### config.mk
export PLATFORM = sky130hd
export DESIGN_NAME = serial_adder_flat
export DESIGN_NICKNAME = d
export VERILOG_FILES = /design/src/rtl/serial_adder_pkg.sv /design/src/rtl/serial_adder_if.sv /design/src/rtl/serial_adder_digit.sv /design/src/rtl/serial_adder.sv /design/src/flat_wrapper.sv
export SDC_FILE = /design/constraint.sdc
export NUM_CORES = 1
export LEC_CHECK = 0
export CAP_MARGIN = 20
export CORE_ASPECT_RATIO = 1.25
export CORE_MARGIN = 2
export CORE_UTILIZATION = 50
export CTS_BUF_LIST = sky130_fd_sc_hd__clkbuf_8
export DETAILED_ROUTE_END_ITERATION = 6
export GPL_TIMING_DRIVEN = 0
export PLACE_DENSITY = 0.8
export SLEW_MARGIN = 0
export SYNTH_ARGS = -nofsm -noshare
export SYNTH_HDL_FRONTEND = slang
export SYNTH_SLANG_ARGS = --single-unit
### constraint.sdc
create_clock -name clk -period 7.1 [get_ports clk]
set_input_delay 1.42 -clock clk [delete_from_list [all_inputs] [get_ports clk]]
set_output_delay 1.42 -clock clk [all_outputs]
set_load 0.02 [all_outputs]
### src/rtl/serial_adder_pkg.sv
// Shared types and elaboration helpers for the digit-serial adder/subtractor.
// Slice count and counter width are derived here so the top and bench agree.
package adder_pkg;

   typedef enum logic [1:0] {
      IDLE,
      RUN,
      DONE
   } state_t;

   function automatic int ndig(input int width, input int digit);
      return width / digit;
   endfunction

   // Counter width never collapses to zero bits, even for a single-slice instance.
   function automatic int cntw(input int n);
      return (n > 1) ? $clog2(n) : 1;
   endfunction

endpackage

### src/rtl/serial_adder_if.sv
// Operand-in / result-out valid-ready bundle for serial_adder.
// The slave modport is the adder's view; master is the producer/consumer side.
interface serial_adder_if #(
   parameter int WIDTH = 32
);

   logic             in_valid;
   logic             in_ready;
   logic [WIDTH-1:0] a;
   logic [WIDTH-1:0] b;
   logic             cin;
   logic             sub;
   logic             out_valid;
   logic             out_ready;
   logic [WIDTH-1:0] sum;
   logic             cout;
   logic             ovf;

   modport slave (
      input  in_valid, a, b, cin, sub, out_ready,
      output in_ready, out_valid, sum, cout, ovf
   );

   modport master (
      output in_valid, a, b, cin, sub, out_ready,
      input  in_ready, out_valid, sum, cout, ovf
   );

endinterface

### src/rtl/serial_adder_digit.sv
// DIGIT-bit combinational ripple adder, one slice of the serial datapath.
// Also exposes the carry into its top bit so the caller can form signed overflow.
module adder_digit #(
   parameter int DIGIT = 8
) (
   input  logic [DIGIT-1:0] a,
   input  logic [DIGIT-1:0] b,
   input  logic             ci,
   output logic [DIGIT-1:0] s,
   output logic             co,
   output logic             c_msb_in
);

   logic [DIGIT:0] w_c;

   always_comb begin
      w_c    = '0;
      s      = '0;
      w_c[0] = ci;
      for (int i = 0; i < DIGIT; i++) begin
         s[i]     = a[i] ^ b[i] ^ w_c[i];
         w_c[i+1] = (a[i] & b[i]) | (w_c[i] & (a[i] ^ b[i]));
      end
   end

   assign co       = w_c[DIGIT];
   assign c_msb_in = w_c[DIGIT-1];

endmodule

### src/rtl/serial_adder.sv
// Digit-serial adder/subtractor: one DIGIT-bit slice per clock, LSB slice first.
// Subtraction is a + ~b + ~borrow, so cout reads as "no borrow" in sub mode.
module serial_adder
   import adder_pkg::*;
#(
   parameter int WIDTH = 32,
   parameter int DIGIT = 8
) (
   input  logic           clk,
   input  logic           rst,
   serial_adder_if.slave  bus
);

   localparam int NDIG = ndig(WIDTH, DIGIT);
   localparam int CW   = cntw(NDIG);

   if (WIDTH % DIGIT != 0) begin : gBadDigit
      $error("serial_adder: WIDTH must be a multiple of DIGIT");
   end

   state_t           r_state;
   logic [CW-1:0]    r_cnt;
   logic [WIDTH-1:0] r_a;
   logic [WIDTH-1:0] r_b;
   logic [WIDTH-1:0] r_sum;
   logic             r_carry;
   logic             r_cout;
   logic             r_ovf;

   logic [DIGIT-1:0] w_sDig;
   logic [WIDTH-1:0] w_sExt;
   logic             w_co;
   logic             w_cMsbIn;

   // Operands shift right each slice, so the active slice is always the low digit.
   adder_digit #(.DIGIT(DIGIT)) uDigit (
      .a        (r_a[DIGIT-1:0]),
      .b        (r_b[DIGIT-1:0]),
      .ci       (r_carry),
      .s        (w_sDig),
      .co       (w_co),
      .c_msb_in (w_cMsbIn)
   );

   assign w_sExt = WIDTH'(w_sDig);

   assign bus.in_ready  = (r_state == IDLE) && !rst;
   assign bus.out_valid = (r_state == DONE);
   assign bus.sum       = r_sum;
   assign bus.cout      = r_cout;
   assign bus.ovf       = r_ovf;

   always_ff @(posedge clk or posedge rst) begin
      if (rst) begin
         r_state <= IDLE;
         r_cnt   <= '0;
         r_a     <= '0;
         r_b     <= '0;
         r_sum   <= '0;
         r_carry <= 1'b0;
         r_cout  <= 1'b0;
         r_ovf   <= 1'b0;
      end else begin
         case (r_state)
            IDLE: begin
               if (bus.in_valid) begin
                  r_a     <= bus.a;
                  r_b     <= bus.sub ? ~bus.b : bus.b;
                  r_carry <= bus.sub ^ bus.cin;
                  r_cnt   <= '0;
                  r_state <= RUN;
               end
            end
            RUN: begin
               r_a     <= r_a >> DIGIT;
               r_b     <= r_b >> DIGIT;
               r_sum   <= (r_sum >> DIGIT) | (w_sExt << (WIDTH - DIGIT));
               r_carry <= w_co;
               r_cnt   <= r_cnt + CW'(1);
               if (r_cnt == CW'(NDIG - 1)) begin
                  r_cout  <= w_co;
                  r_ovf   <= w_cMsbIn ^ w_co;
                  r_state <= DONE;
               end
            end
            DONE: begin
               if (bus.out_ready) begin
                  r_state <= IDLE;
               end
            end
            default: r_state <= IDLE;
         endcase
      end
   end

endmodule

### src/flat_wrapper.sv
// flat-port wrapper written by rule: the top's interface ports become plain ports
module serial_adder_flat import adder_pkg::*;
#(
   parameter int WIDTH = 32,
   parameter int DIGIT = 8
)
  (clk, rst, bus_in_valid, bus_a, bus_b, bus_cin, bus_sub, bus_out_ready, bus_in_ready, bus_out_valid, bus_sum, bus_cout, bus_ovf);
  serial_adder_if #(.WIDTH(WIDTH)) bus_i ();
  input  logic clk;
  input  logic rst;
  input wire logic [$bits(bus_i.in_valid)-1:0] bus_in_valid;
  input wire logic [$bits(bus_i.a)-1:0] bus_a;
  input wire logic [$bits(bus_i.b)-1:0] bus_b;
  input wire logic [$bits(bus_i.cin)-1:0] bus_cin;
  input wire logic [$bits(bus_i.sub)-1:0] bus_sub;
  input wire logic [$bits(bus_i.out_ready)-1:0] bus_out_ready;
  output wire logic [$bits(bus_i.in_ready)-1:0] bus_in_ready;
  output wire logic [$bits(bus_i.out_valid)-1:0] bus_out_valid;
  output wire logic [$bits(bus_i.sum)-1:0] bus_sum;
  output wire logic [$bits(bus_i.cout)-1:0] bus_cout;
  output wire logic [$bits(bus_i.ovf)-1:0] bus_ovf;
  assign bus_i.in_valid = bus_in_valid;
  assign bus_i.a = bus_a;
  assign bus_i.b = bus_b;
  assign bus_i.cin = bus_cin;
  assign bus_i.sub = bus_sub;
  assign bus_i.out_ready = bus_out_ready;
  assign bus_in_ready = bus_i.in_ready;
  assign bus_out_valid = bus_i.out_valid;
  assign bus_sum = bus_i.sum;
  assign bus_cout = bus_i.cout;
  assign bus_ovf = bus_i.ovf;
  serial_adder #(.WIDTH(WIDTH), .DIGIT(DIGIT)) u_core (.clk(clk), .rst(rst), .bus(bus_i));
endmodule
==> results.md, run 1 <==
- The reg-to-reg setup timing slack is 2.84 ns.
- The critical path starts at u_core.r_carry.
- In this run the top signal layer used is met4.
- The horizontal extent of the die is between 90 and 100 um.
- The clock share of power is 0.130.
- The critical path goes through fa_1, fa_1, fa_1, fa_1, fa_1, inv_1, fa_1, inv_1, fa_1, inv_1, fa_1, o21ai_0.
- STA classifies the critical path startpoint as a flip-flop.
- After layout, the minimum clock period comes to about 4.3 ns.
- The routability congestion estimate is between 0.8 and 0.9.
- Gates resized during post-CTS repair numbered 0.
- Across the routed clock network, the largest skew measured is about 0.0094 ns.
- The cell area that synthesis handed to floorplanning was approximately 4700 sq um.
- STA classifies the critical path endpoint as a flip-flop.
- The hold violation count in the final report came to 0.
- The total power divided by cell area is 405 nW/um^2.
- For this run, the slowest stage of the critical path takes between 0.4 and 0.5 ns.
- The via count of the first global-routing pass was 3757.
- The setup-violating endpoint count in the final report is 0.
- The quantity of I/O buffers inserted on ports is approximately 100.
- Once the clock tree was built, the setup fixing pass inserted 0 buffers.
- The initial detailed-routing violation count is about 370.
- The total number of placement rows is 39.
- Dividing the detail-routed wire length by the instance count gives 15.4 um.
- The most used flip-flop cell after synthesis is sky130_fd_sc_hd__dfrtp_1.
- The number of warning messages in the yosys log is 0.
- The first global-routing pass estimated 17.8 mm of wire.
- TritonCTS built the clock tree.
- In this run the worst path has a maximum fanout of 2.
- The clock reaches the later pin of the worst-skew pair after between 0.3 and 0.4 ns.
- Detailed placement ended at an HPWL of about 8.3 mm.
- The slowest stage of the critical path is the sky130_fd_sc_hd__fa_1 cell.
- Of the cells placed in the final design, the portion with a size suffix greater than 1 is 0.0876.
- The register share of total power is 0.401.
- The cell-internal power is about 1500 uW.
- For this run, the total global-route usage over all layers was measured as 0.222.
- The number of inserted filler cells in the final layout is about 720.
- The share of total power dissipated in combinational logic is 0.469.
- Synthesis produced 450 cells.
- The antenna diode count is 0.
- The post-synthesis to final-layout area growth is 29.7%.
- The H-tree generated during clock tree synthesis spans 3 levels.
- The wire length on met3 is ~570 um.
- The met2 wirelength from detailed routing is 5.74 mm.
- After synthesis, the most frequently instantiated cells are sky130_fd_sc_hd__nand2_1 (130), sky130_fd_sc_hd__dfrtp_1 (103), sky130_fd_sc_hd__inv_1 (31).
- Across all layers, the routed design uses ~3700 vias.
- The beginning of the worst register-to-register path is u_core.r_carry.
- The number of hold buffers added after CTS was 0.
- The share of the yosys chip area belonging to registers is 0.549.
- The checks that failed: DRC.
- For this design the total switching power over the nets is 1000 uW.
- The cell with the most instances on the worst path is sky130_fd_sc_hd__fa_1.
- By startpoint and endpoint, the worst setup path is classified as reg -> reg.
- Setup total negative slack on the finished layout was measured at 0 ns.
- The cell sitting at the root of the clock tree is a sky130_fd_sc_hd__clkbuf_8.
- Yosys attributes the largest share of cell area to sky130_fd_sc_hd__dfrtp_1 (55%), sky130_fd_sc_hd__nand2_1 (10%), sky130_fd_sc_hd__a222oi_1 (4.9%).
- The run finished, with violations left.
- The DRC violations left is 1.
- Among all cell types in the netlist, the one instantiated most often is sky130_fd_sc_hd__nand2_1.
- In this run the mean area of a mapped cell was ~10 sq um.
- The number of synthesized flops with an enable pin is 0.
- The initial utilization of the core area, before any placement, comes to 0.514.
- In this run, synthesis produced a sequential element count of between 100 and 150.
- The die covers 10200 sq um.
- The post-route met1 wirelength is ~4.2 mm.
- Entering global routing, the biggest net connects 71 pins.
- The wire length reported by the detailed router is 10.7 mm.
- The cell taking the most area after synthesis is sky130_fd_sc_hd__dfrtp_1.
- The total of max-cap violations is 0.
- The final-stage net count is around 650.
- The detail route stage leaves a number of antenna-violating nets equal to 0.
- In this run, distinct cell masters in the synthesized netlist total 27.
- The clock passes through at most 2 buffers.
- The required time at the endpoint of the critical path is about 7.4 ns.
- Timing would allow up to 235 MHz.
- In this run the critical register-to-register path is captured at u_core.bus.sum[31].
- The synthesized net count is 529.
- Clock-pin slew was measured on the worst setup and hold paths at ~0.090 ns.
- The data arrival time of the worst path is 4.55 ns.
- The area share of the leading cell type in the synthesized netlist is 0.549.
- The tightest min-delay check is of the reg -> reg type.
- Of the total power, the share spent switching nets is 0.407.
- Setup repair after global routing left no endpoint under its margin.
- Measured against its own limit, the worst slew margin works out to 0.702.
- The worst register-to-register path has a depth of 12.
- The share of async-settable or async-resettable flops after synthesis is 1.00.
- The cell leakage power is between 0.002 and 0.003 uW.
- The TritonCTS buffer count is 9.
- The detail-routed via count per cell is ~5.3.
- The standard cell core area is roughly 9100 sq um.
- The clock net in this run drives a total of about 100 sinks.
- For this design the top-level I/O count stands at 106.
- For this run the aggregate overflow at the end of global routing stands at 0.
- The number of antenna violations at the first check in global routing is 0.
- The termination of the worst setup path is u_core.bus.sum[31].
- Of the available clock period, the critical path in the final layout requires 0.600.
- Once layout is complete, the utilization of the core stands at 0.667.
- The first-pass detailed-route iteration total is 7.
- The largest voltage drop on the vdd net is between 0.15 and 0.2 mV.
- In this run the vertical extent of the chip is roughly 110 um.
- The slew of the pin with the lowest slew margin is approximately 0.45 ns.
- The worst hold path passes through 2 cells.
- The final count of pins violating max slew is 0.
[sequential cells by signal, summed over array words and instances (netlist names)]
register / flops
u_core.bus.sum: 32
u_core.r_a: 32
u_core.r_b: 32
u_core.r_cnt: 2
u_core.r_state: 2
u_core.bus.cout: 1
u_core.bus.ovf: 1
u_core.r_carry: 1
[worst max-delay path: cells and delay by family (launching register included)]
kind | cells | cell delay [ns]
fa+ha+maj | 8 | 3.33
flops | 1 | 0.42
buf+inv | 3 | 0.26
compound gates | 1 | 0.16
[worst min path at each step]
stage / start / to / slack [ns]
6_report: u_core.bus.sum[5] / u_core.bus.sum[5] / 0.48
5_1_grt: u_core.bus.sum[5] / u_core.bus.sum[5] / 0.51
4_1_cts: u_core.bus.sum[5] / u_core.bus.sum[5] / 0.48
3_5_place_dp: u_core.bus.sum[5] / u_core.bus.sum[5] / 0.46
3_3_place_gp: u_core.bus.sum[6] / u_core.bus.sum[6] / 0.46
2_1_floorplan: u_core.r_b[31] / u_core.r_b[31] / 0.45
[per-stage QoR]
stage / total power, uW / cell area [sq um] / hold WS (ns) / cells / setup WS (ns)
2_1_floorplan: 1720 / 4690 / 0.449 / 450 / 2.98
3_3_place_gp: 2090 / 5890 / 0.457 / 677 / 1.63
3_5_place_dp: 2160 / 5920 / 0.461 / 678 / 2.81
4_1_cts: 2480 / 6080 / 0.483 / 694 / 2.79
5_1_grt: 2650 / 6080 / 0.512 / 694 / 2.69
6_report: 2460 / 6080 / 0.481 / 694 / 2.84
[cell usage in the layout (no fill, tap or decap), drive strengths merged]
cell type	instances
fa	8
nor3b	1
xor2	25
nor2b	3
clkdlybuf4s50	104
nand3b	1
a22oi	21
a22o	9
and3b	4
buf	33
o21ai	38
nand2b	2
xnor2	9
clkinvlp	4
nor2	1
inv	33
clkbuf	10
o221ai	1
dfrtp	103
a222oi	23
nor3	1
clkinv	1
nand2	130
a21oi	3
ha	1
o21bai	1
a221o	1
[cell families (layout without fill, tap and decap cells)]
group / after synthesis / count (layout) / share of synthesized area
and+or+nand+nor: 143 / 143 / 0.126
DFF: 103 / 103 / 0.549
AOI/OAI and AO/OA: 97 / 97 / 0.151
buffers and inverters: 64 / 185 / 0.0736
xor gates and xnor gates: 34 / 34 / 0.0635
adders and majority gates: 9 / 9 / 0.0368
[metal layers]
metal | track usage | vias to the layer above
met1 | 0.257 | 1801
li1 | - | 1753
met5 | 0 | -
met3 | 0.0416 | 17
met4 | 0.0800 | 0
met2 | 0.409 | 133
[power groups by stage]
stage	sequential, uW	clock, uW	combinational (uW)
finish	988	321	1150
global route	1020	345	1290
CTS	987	327	1160
detailed placement	999	0	1160
global placement	986	0	1110
floorplan	1050	0	671
[cell type report]
cell class,instances,area [sq um],share of cell area
Multi-Input combinational cell,283,1770,0.291
Clock buffer,9,124,0.0204
Buffer,33,229,0.0376
Timing Repair Buffer,105,1070,0.176
Tap cell,123,154,0.0253
Clock inverter,7,42.5,0.00699
Sequential cell,103,2580,0.424
Inverter,31,119,0.0195
No activity file was read; power rests on OpenSTA's default activity.
==> run 2, diff against run 1 <==
- clock period: 7.1 -> 4.3 ns (I/O delays scaled with it)
==> results.md, run 2 (same netlist as run 1, synthesis figures left out) <==
- The TritonCTS buffer count is 9.
- The worst hold path depth is 2.
- The startpoint of the worst hold path is u_core.bus.sum[2].
- Measured against its own limit, the worst slew margin works out to 0.702.
- Detailed placement ended at an HPWL of between 8 and 9 mm.
- The final-stage net count is 646.
- After clock tree synthesis, the clock-pin slew on the worst setup and hold paths is ~0.090 ns.
- Summing all placed instances gives a cell area of 5920 sq um.
- The area enclosed by the die boundary is 10200 sq um.
- The critical path start-end classification is reg -> reg.
- In this run the standard cell core region covers 9130 sq um.
- The worst register-to-register path begins at u_core.r_carry.
- In this run the worst path has a maximum fanout of 2.
- The worst register-to-register path ends at u_core.bus.sum[31].
- The via count is 3686.
- The flow ran to the end, but the final reports show violations.
- The most common library cell in the layout ignoring fill and taps is sky130_fd_sc_hd__nand2_1.
- The routability congestion estimate is slightly above 0.8.
- The cell leakage power is about 0.003 uW.
- The summed area of non-filler cells in the final layout is between 6000 and 7000 sq um.
- The largest voltage drop on the vdd net is 0.290 mV.
- Clock tree synthesis selected as its root buffer the cell sky130_fd_sc_hd__clkbuf_8.
- STA classifies the critical path endpoint as a flip-flop.
- Once detail routing completed, the nets flagged for antenna violations numbered 0.
- The worst hold path terminates at u_core.bus.sum[2].
- The placed cell count is 678.
- In this run the power density over the cells is between 600 and 700 nW/um^2.
- The via count of the first global-routing pass is ~3800.
- Across every metal layer, demand over resource in global routing totals 0.222.
- After detailed routing, the average wire length per cell comes to roughly 15 um.
- The final count of pins violating max slew is 0.
- The number of H-tree levels is 3.
- Across the run, the number of max-cap violations was 0.
- The TritonCTS sink count is around 100.
- Leaving out fill and tap cells, the most frequent cells in the layout are sky130_fd_sc_hd__nand2_1 (130), sky130_fd_sc_hd__clkdlybuf4s50_1 (104), sky130_fd_sc_hd__dfrtp_1 (103).
- Data arrives at the worst endpoint at between 4 and 5 ns.
- The number of antenna violations at the first check in global routing is 0.
- The detail-routed via count per cell is between 5 and 6.
- At the pin with the least slew margin, the transition time is around 0.45 ns.
- TritonCTS built the clock tree.
- For the final database, setup skew stands at just over 0.009 ns.
- Setup violations remaining at the end of the flow were counted as 0.
- The total negative setup slack is 0 ns.
- The post-synthesis to final-layout area growth is 29.9%.
- The total number of placement rows is 39.
- The share of final-layout standard cells stronger than drive strength 1 is 0.0927.
- The final reports fail on DRC.
- In this run the register-to-register setup slack is ~0.17 ns.
- Once layout is complete, the utilization of the core stands at 0.668.
- The number of buffers inserted for hold repair after clock tree synthesis is 0.
- The first global-routing pass estimated 17.8 mm of wire.
- The horizontal extent of the die is 90.6 um.
- The initial utilization of the core area, before any placement, comes to 0.514.
- The longest clock path from root to sink contains 2 buffers.
- After global routing the overflow that remains totals 0.
- The min-delay analysis places its worst path in the category reg -> reg.
- STA classifies the critical path startpoint as a flip-flop.
- The largest net degree at the start of global routing is 71.
- The hold violation count in the final report is 0.
- In the routed design, unresolved DRC markers number 18.
- The I/O pin count is 106.
- In this run, the number of DRC markers left after iteration 0 of detailed routing was 350.
- The upper clock frequency limit is approximately 240 MHz.
- The floorplan die height is 112 um.
- Setup repair after global routing left no endpoint under its margin.
- The quantity of I/O buffers inserted on ports is 104.
- At the later pin of the worst-skew pair, clock insertion delay measures 0.37 ns.
- The final worst-path cycle share is 0.960.
- The routed design has ~11 mm of wire.
- The number of antenna diodes in the final layout is 0.
- The clock period minus final worst setup slack is about 4.1 ns.
- Measured in cells, the most critical reg-to-reg path has a length of 12.
- The number of inserted filler cells in the final layout is between 700 and 800.
- The first detailed-routing pass took 7 iterations.
- The count of cells in the finished layout, fillers not included, comes to 695.
- The required time at the endpoint of the critical path is roughly 4.6 ns.
## run 2: worst max-delay path, cell delays in order (launching register included)
cell and delay, ns:
sky130_fd_sc_hd__dfrtp_1 0.42, sky130_fd_sc_hd__fa_1 0.46, sky130_fd_sc_hd__fa_2 0.43, sky130_fd_sc_hd__fa_2 0.41
sky130_fd_sc_hd__fa_1 0.46, sky130_fd_sc_hd__fa_1 0.42, sky130_fd_sc_hd__inv_1 0.10, sky130_fd_sc_hd__fa_1 0.19
sky130_fd_sc_hd__inv_1 0.06, sky130_fd_sc_hd__fa_1 0.45, sky130_fd_sc_hd__inv_1 0.10, sky130_fd_sc_hd__fa_1 0.39
sky130_fd_sc_hd__o21ai_0 0.16
## run 2: repair_timing
| action | in CTS | in global routing |
|---|---|---|
| resized for setup | 1 | 1 |
| buffers inserted | 0 | 1 |
| endpoints found under the setup margin | 1 | 2 |
| pin swaps | 0 | 0 |
## run 2: metal layers
layer,track usage,up-vias,wire length [um]
li1,-,1756,-
met2,0.409,125,5790
met3,0.0416,19,522
met5,0,-,0
met1,0.258,1786,4180
met4,0.0800,0,216
## run 2: power by group
| part | total [uW] | switching [uW] | leakage [uW] | internal, uW |
|---|---|---|---|---|
| Combinational | 1910 | 1060 | 0.00152 | 851 |
| Sequential | 1630 | 269 | 0.00133 | 1360 |
| Clock | 530 | 325 | 0.0000799 | 205 |
| Total | 4080 | 1660 | 0.00293 | 2420 |
## run 2: final cells by class
cell class                      count  area [sq um]  area share
Tap cell                          123           154      0.0252
Clock buffer                        9           124      0.0203
Buffer                             33           229      0.0376
Timing Repair Buffer              106          1080       0.177
Clock inverter                      7          42.5     0.00698
Inverter                           31           119      0.0195
Sequential cell                   103          2580       0.423
Multi-Input combinational cell    283          1770       0.291
## run 2: worst max-delay path by stage
stage	from	to	depth (start not counted)
2_1_floorplan	u_core.r_carry	u_core.bus.sum[31]	12
3_3_place_gp	rst	u_core.r_b[24]	2
3_5_place_dp	u_core.r_carry	u_core.bus.sum[31]	12
4_1_cts	u_core.r_carry	u_core.bus.sum[31]	12
5_1_grt	u_core.r_carry	u_core.bus.ovf	13
6_report	u_core.r_carry	u_core.bus.sum[31]	12
## run 2: through the flow
stage	hold slack, ns	total power (uW)	setup slack (ns)
after detailed placement	0.461	3560	0.00956
after global placement	0.457	3460	-0.614
final	0.481	4080	0.171
after floorplan	0.449	2840	0.290
after CTS	0.483	4090	0.0568
after global routing	0.512	4380	0.0329
